$ cat src/rtl/hi_lo_acc.sv
// hi_lo_acc: parametrised HI/LO register pair with forwarding, paired write and two-cycle MADD/MSUB accumulate
module hi_lo_acc #(
    parameter int DW = 32
) (
    input  logic            clk,
    input  logic            rst_n,
    input  logic            op_valid,
    input  logic [2:0]      op,
    output logic            op_ready,
    input  logic [DW-1:0]   hi_i,
    input  logic [DW-1:0]   lo_i,
    input  logic [2*DW-1:0] prod_i,
    input  logic            flush,
    output logic [DW-1:0]   hi_o,
    output logic [DW-1:0]   lo_o,
    output logic            busy
);
    typedef enum logic {IDLE, ACC} state_t;
    localparam logic [2:0] WHI = 3'd1, WLO = 3'd2, WPAIR = 3'd3, MADD = 3'd4, MSUB = 3'd5;
    state_t state, state_nx;
    logic [DW-1:0] hi_q, lo_q, hi_new, lo_new;
    logic [2*DW-1:0] prod_q, acc_sum;
    logic sub_q, accept, wr_hi, wr_lo, start;
    always_comb begin
        op_ready = rst_n && state == IDLE && !flush;
        accept   = op_valid && op_ready;
        wr_hi    = accept && (op == WHI || op == WPAIR);
        wr_lo    = accept && (op == WLO || op == WPAIR);
        start    = accept && (op == MADD || op == MSUB);
        hi_new   = op == WPAIR ? prod_i[2*DW-1:DW] : hi_i;
        lo_new   = op == WPAIR ? prod_i[DW-1:0] : lo_i;
        acc_sum  = sub_q ? {hi_q, lo_q} - prod_q : {hi_q, lo_q} + prod_q;
        state_nx = state == IDLE && start ? ACC : IDLE;
        busy     = state == ACC;
        hi_o     = !rst_n ? '0 : wr_hi ? hi_new : hi_q;
        lo_o     = !rst_n ? '0 : wr_lo ? lo_new : lo_q;
    end
    always_ff @(posedge clk or negedge rst_n)
        if (!rst_n) state <= IDLE;
        else        state <= state_nx;
    always_ff @(posedge clk or negedge rst_n) begin
        if (!rst_n) begin
            hi_q   <= '0;
            lo_q   <= '0;
            prod_q <= '0;
            sub_q  <= 1'b0;
        end else if (state == ACC) begin
            // a flush during ACC drops the accumulate entirely
            if (!flush) {hi_q, lo_q} <= acc_sum;
        end else begin
            if (wr_hi) hi_q <= hi_new;
            if (wr_lo) lo_q <= lo_new;
            if (start) begin
                prod_q <= prod_i;
                sub_q  <= op == MSUB;
            end
        end
    end
endmodule

$ cat config.mk
export PLATFORM = sky130hd
export DESIGN_NAME = hi_lo_acc
export DESIGN_NICKNAME = d
export VERILOG_FILES = /design/src/rtl/hi_lo_acc.sv
export SDC_FILE = /design/constraint.sdc
export NUM_CORES = 1
export LEC_CHECK = 0
export ABC_CLOCK_PERIOD_IN_PS = 12200
export CORE_MARGIN = 2
export CORE_UTILIZATION = 50
export DETAILED_ROUTE_END_ITERATION = 8
export PLACE_DENSITY = 0.85
export SKIP_CTS_REPAIR_TIMING = 1
export SLEW_MARGIN = 20
export SYNTH_ARGS = -nofsm -noshare
export SYNTH_HDL_FRONTEND = slang
export SYNTH_SLANG_ARGS = --single-unit
$ cat constraint.sdc
create_clock -name clk -period 12.2 [get_ports clk]
set_input_delay 1.22 -clock clk [delete_from_list [all_inputs] [get_ports clk]]
set_output_delay 1.22 -clock clk [all_outputs]
set_load 0.005 [all_outputs]
-- Word-level counts from Yosys, hierarchy flattened
Cells that the tools add are included.
- register bits: 130
- bits of input ports: 135
- output and inout port bits: 66
- logic and storage cells: 38
- add/sub/neg operators: 2
- equal/unequal tests: 6
- mux-type cells: 12
- bitwise operators: 1
- reduce and logical (&&, ||, !) cells: 12
- operators with widths (kind ; count):
    $mux 32 ; 10
    $add 64x64->64 ; 1
    $mux 64 ; 1
    $sub 64x64->64 ; 1
    $logic_and 1x1->1 ; 7
    $eq 3x2->1 const B ; 2
    $eq 3x3->1 const B ; 2
    $eq 3x1->1 const B ; 1
    $logic_or 1x1->1 ; 3
    $ne 2x2->1 const B ; 1
    $reduce_and 2->1 ; 1
    $logic_not 1->1 ; 1
    $mux 1 ; 1
    $not 1->1 ; 1

-- Longest topological paths before layout
- depth after elaboration: 7
- gate-level depth with buffers: 21
- gate-level depth less buffers: 20

-- Worst setup path after synthesis
No wires, ideal clock.
- path kind: register -> register
- start: reg prod_q[28]
- end: reg hi_q[31]
- setup time: 96 ps
- data arrival time: 4596 ps
- required time: 12104 ps
- setup slack: 7509 ps
- stages on the path, launching flop included: 19
- buffers on the path: 2
- period minus slack after synthesis: 4691 ps
- cells stage by stage: dfrtp_1 or4_1 or3_1 or3_1 clkbuf_1 nor2_1 a21oi_1 xnor2_1 ha_1 clkbuf_1 nand4_1 nor2_1 nand3_1 nor4_1 a221oi_1 nor3_1 a211oi_1 o2111a_1 nor4_2
- word-level cells in the longest chain between the ends: 4
- elaborated cells between the ends (all ways): 5
- ends and longest elaborated chain (element ; RTL line ; source):
    start, declared ; 22 ; logic [2*DW-1:0] prod_q, acc_sum;
    start signal, assigned ; 54 ; prod_q <= prod_i;
    $add 64x64->64 / $sub 64x64->64 (equally long branches) ; 32 ; acc_sum = sub_q ? {hi_q, lo_q} - prod_q : {hi_q, lo_q} + prod_q;
    $mux 64 * ; 32 ;
    $mux 32 * ; 49 ; if (!flush) {hi_q, lo_q} <= acc_sum;
    $mux 32 * ; 47 ; end else if (state == ACC) begin
    end signal, assigned ; 49 ;
    end signal, assigned ; 51 ; if (wr_hi) hi_q <= hi_new;
    end, declared ; 21 ; logic [DW-1:0] hi_q, lo_q, hi_new, lo_new;
Every way passes the cells marked *; elsewhere a longest branch is shown, timed or not. The select of a mux whose other input is x is not followed.
A chain may end at the register's enable or synchronous reset.

-- Worst setup path in the final report
- start: reg prod_q[4]
- end: reg hi_q[25]
The elaborated chain is that of the path after synthesis.

==> results.cfg <==
[status]
status = finished clean

[routing]
post-route-drc-count = 0
detail_route.vias_per_cell = 5.91
wl_per_cell_um = 18.7
antenna_violating_nets_post_route = 0
drt_first_pass_iters = 7
routed-via-count = 12500
routed_wl_mm = 39.8
dr.first_iter.drc_count = 1136

[worst_setup_path]
timing.rr.end = hi_q[25]
worst_r2r_path_depth = 16
required_ns = 12.51
arrival_ns = 6.33
worstPathMaxFanout = 9
timing.setup.critical_path_class = reg2reg
r2r_slack_ns = 6.18
worst_setup_path_start_kind = flop
worstSetupEndpointType = flop
r2r_start = prod_q[4]

[global_routing]
grtUsageTotal = 0.309
grt_overflow_total = 0
grt_antenna_before_repair = 3
grt_pass1_vias = 12200
grt_pass1_wl_mm = 63.9
grt_max_degree = 90

[yosys]
number_of_enable_type_register_cells_in_the_synthesized_netlist = 0
syn_area_cell_um2 = 7.29
cell_area_after_synthesis_mm2 = 0.0120
synthesis.instances = 1652
synth-seq-cells = 130
synth.yosys.warnings = 0
netlist-cell-type-count = 68
ys_dominant_reg_cell = sky130_fd_sc_hd__dfrtp_1
synth_fp_nets = 1852
synth-seq-area-share = 0.270
synth_async_sr_flop_share = 1.00

[sta]
clock_skew_ns = 0.0135
timing_hold_violations_final = 0
max_clock_freq_mhz = 166
post-route-min-period_ns = 6.02
worst_slew_margin_rel = 0.257
timing.final.setup_violations = 0
report.final.slew_viol_count = 0
totalNegativeSetupSlack_ns = 0
worst_slew_pin_slew_ns = 1.09
rsz0062_at_grt = false
hold_slack_ns = 0.512
fin_crit_sh = 0.493
finalWorstSetupSlack_ns = 6.18

[cells_and_area]
non_filler_cells_final = 2122
drive_gt1_frac = 0.0388
area.growth.synth_to_final_pct = 22.9
finish.utilization = 0.628
fin_area_mm2 = 0.0148
multiInputGateArea_mm2 = 0.00833
layout.nets = 1989
layout.cells.most_common = sky130_fd_sc_hd__nand2_1
most-common-layout-cells = 323 x sky130_fd_sc_hd__nand2_1, 201 x sky130_fd_sc_hd__a21oi_1, 198 x sky130_fd_sc_hd__clkdlybuf4s50_1
regArea_mm2 = 0.00326
n_fill_cell = 2124

[cts]
clock_sink_count = 130
clock_tree_from_tritoncts = yes
numCtsBuffers = 17
cts-root-buf = sky130_fd_sc_hd__clkbuf_16
insertion_delay_ns = 0.44
clock_tree.htree_level_count = 4
cts_max_path_buffers = 2
clkTransAtPathRegs_ns = 0.07

[power_and_ir_drop]
power_density_mw_per_mm2 = 227
finalPower_mw = 3.35
p_leak_nw = 6.65
power.ir.vdd_worst_v = 0.0000974

[place]
post-dp-hpwl_mm = 30.0
globalplace.congestion = 0.954
pre_cts_ws_ns = 6.32
number_of_placed_instances_taps_included = 2089
total_placed_instance_area_mm2 = 0.0142
portBuffers = 200

[hold_path]
path_class_of_the_lowest_slack_min_delay_path = reg2reg
timing.hold.worst_path_depth = 2
worst_hold_path.endpoint = prod_q[63]
worstHoldStart = prod_q[63]

[floorplan]
fp.dieArea_mm2 = 0.0253
floorplan.die.width_um = 159
initial_core_util = 0.512
core-area_mm2 = 0.0235
io_pins = 201
die_outline_height_um = 159
std_cell_rows = 56

[flow_run]
maxCapViolCount = 0
==> state kept, by name (all words and copies together), names as in the netlist <==
signal and cells:
busy 1, sub_q 1, prod_q 64, lo_q 32
hi_q 32
==> routing by layer <==
metal	track usage	routed length (um)
met1	0.411	17100
met2	0.517	18700
met3	0.0456	2860
met4	0.101	1050
met5	0	34
==> synthesized netlist by cell type (3+ instances only) <==
master / n / area (um2)
sky130_fd_sc_hd__a211oi_1: 4 / 30.0
sky130_fd_sc_hd__buf_1: 7 / 26.3
sky130_fd_sc_hd__a21o_1: 30 / 225
sky130_fd_sc_hd__mux2i_1: 68 / 681
sky130_fd_sc_hd__a221o_1: 4 / 40.0
sky130_fd_sc_hd__ha_1: 64 / 801
sky130_fd_sc_hd__nand2b_1: 8 / 50.1
sky130_fd_sc_hd__o31ai_1: 3 / 22.5
sky130_fd_sc_hd__a21boi_0: 4 / 30.0
sky130_fd_sc_hd__a221oi_1: 4 / 35.0
sky130_fd_sc_hd__o211ai_1: 7 / 52.6
sky130_fd_sc_hd__nor2b_1: 65 / 407
sky130_fd_sc_hd__o21ai_0: 122 / 611
sky130_fd_sc_hd__or4_1: 6 / 45.0
sky130_fd_sc_hd__and3_1: 13 / 81.3
sky130_fd_sc_hd__xor2_1: 28 / 245
sky130_fd_sc_hd__nor2_1: 162 / 608
sky130_fd_sc_hd__and4_1: 3 / 26.3
sky130_fd_sc_hd__dfrtp_1: 130 / 3250
sky130_fd_sc_hd__or3_1: 5 / 31.3
sky130_fd_sc_hd__inv_1: 34 / 128
sky130_fd_sc_hd__o21bai_1: 13 / 97.6
sky130_fd_sc_hd__o21ai_1: 3 / 15.0
sky130_fd_sc_hd__nor4_1: 16 / 100
sky130_fd_sc_hd__nor3_1: 35 / 175
sky130_fd_sc_hd__nand3_1: 21 / 105
sky130_fd_sc_hd__o21a_1: 4 / 30.0
sky130_fd_sc_hd__a21oi_1: 201 / 1010
sky130_fd_sc_hd__nand4_1: 18 / 113
sky130_fd_sc_hd__and2_1: 9 / 56.3
sky130_fd_sc_hd__nand2_1: 325 / 1220
sky130_fd_sc_hd__a31oi_1: 16 / 100
sky130_fd_sc_hd__clkbuf_1: 84 / 315
sky130_fd_sc_hd__nor4_2: 3 / 37.5
sky130_fd_sc_hd__xnor2_1: 92 / 806
==> critical path: stages (launching register included) <==
cell and delay, ns:
sky130_fd_sc_hd__dfrtp_1 0.43, sky130_fd_sc_hd__or4_1 0.56, sky130_fd_sc_hd__nor3_2 0.18, sky130_fd_sc_hd__nand2_1 0.21
sky130_fd_sc_hd__nor4_1 0.43, sky130_fd_sc_hd__nand3_1 0.35, sky130_fd_sc_hd__nor3_1 0.87, sky130_fd_sc_hd__a31oi_1 0.22
sky130_fd_sc_hd__xnor2_1 0.17, sky130_fd_sc_hd__ha_1 0.47, sky130_fd_sc_hd__nand2_1 0.14, sky130_fd_sc_hd__nor2_1 0.14
sky130_fd_sc_hd__nand2_1 0.11, sky130_fd_sc_hd__a2111oi_0 0.87, sky130_fd_sc_hd__o21ai_0 0.40, sky130_fd_sc_hd__mux2i_1 0.25
sky130_fd_sc_hd__nand3_1 0.09
==> where the power goes <==
group	internal, mW	total, mW	switching, mW
clock	0.324	0.542	0.218
combinational	0.877	2.08	1.21
sequential	0.563	0.730	0.167
==> worst max path at each step <==
stage | endpoint | cells past startpoint | slack [ns] | from
global route | hi_q[31] | 18 | 6.06 | prod_q[4]
CTS | hi_o[4] | 10 | 6.31 | flush
detailed placement | hi_o[4] | 10 | 6.32 | flush
finish | hi_q[25] | 16 | 6.18 | prod_q[4]
global placement | hi_o[4] | 10 | 6.36 | flush
floorplan | hi_q[31] | 18 | 7.51 | prod_q[28]
==> area by class of cell <==
| cell class | instances | share of cell area |
|---|---|---|
| antenna | 1 | 0.000169 |
| clock buffer | 18 | 0.0290 |
| clock inverter | 14 | 0.0120 |
| inverter | 35 | 0.00888 |
| multi-input combinational | 1396 | 0.563 |
| sequential | 130 | 0.220 |
| tap | 319 | 0.0270 |
| timing repair buffer | 209 | 0.140 |
==> kinds of logic after synthesis <==
group,Yosys count,synth area share
xor gates and xnor gates,121,0.0886
DFF,130,0.270
AOI/OAI and AO/OA,440,0.211
adders and majority gates,65,0.0682
and+or+nand+nor,701,0.265
buffers and inverters,126,0.0393
muxes,69,0.0575
No activity file was read; power rests on OpenSTA's default activity.
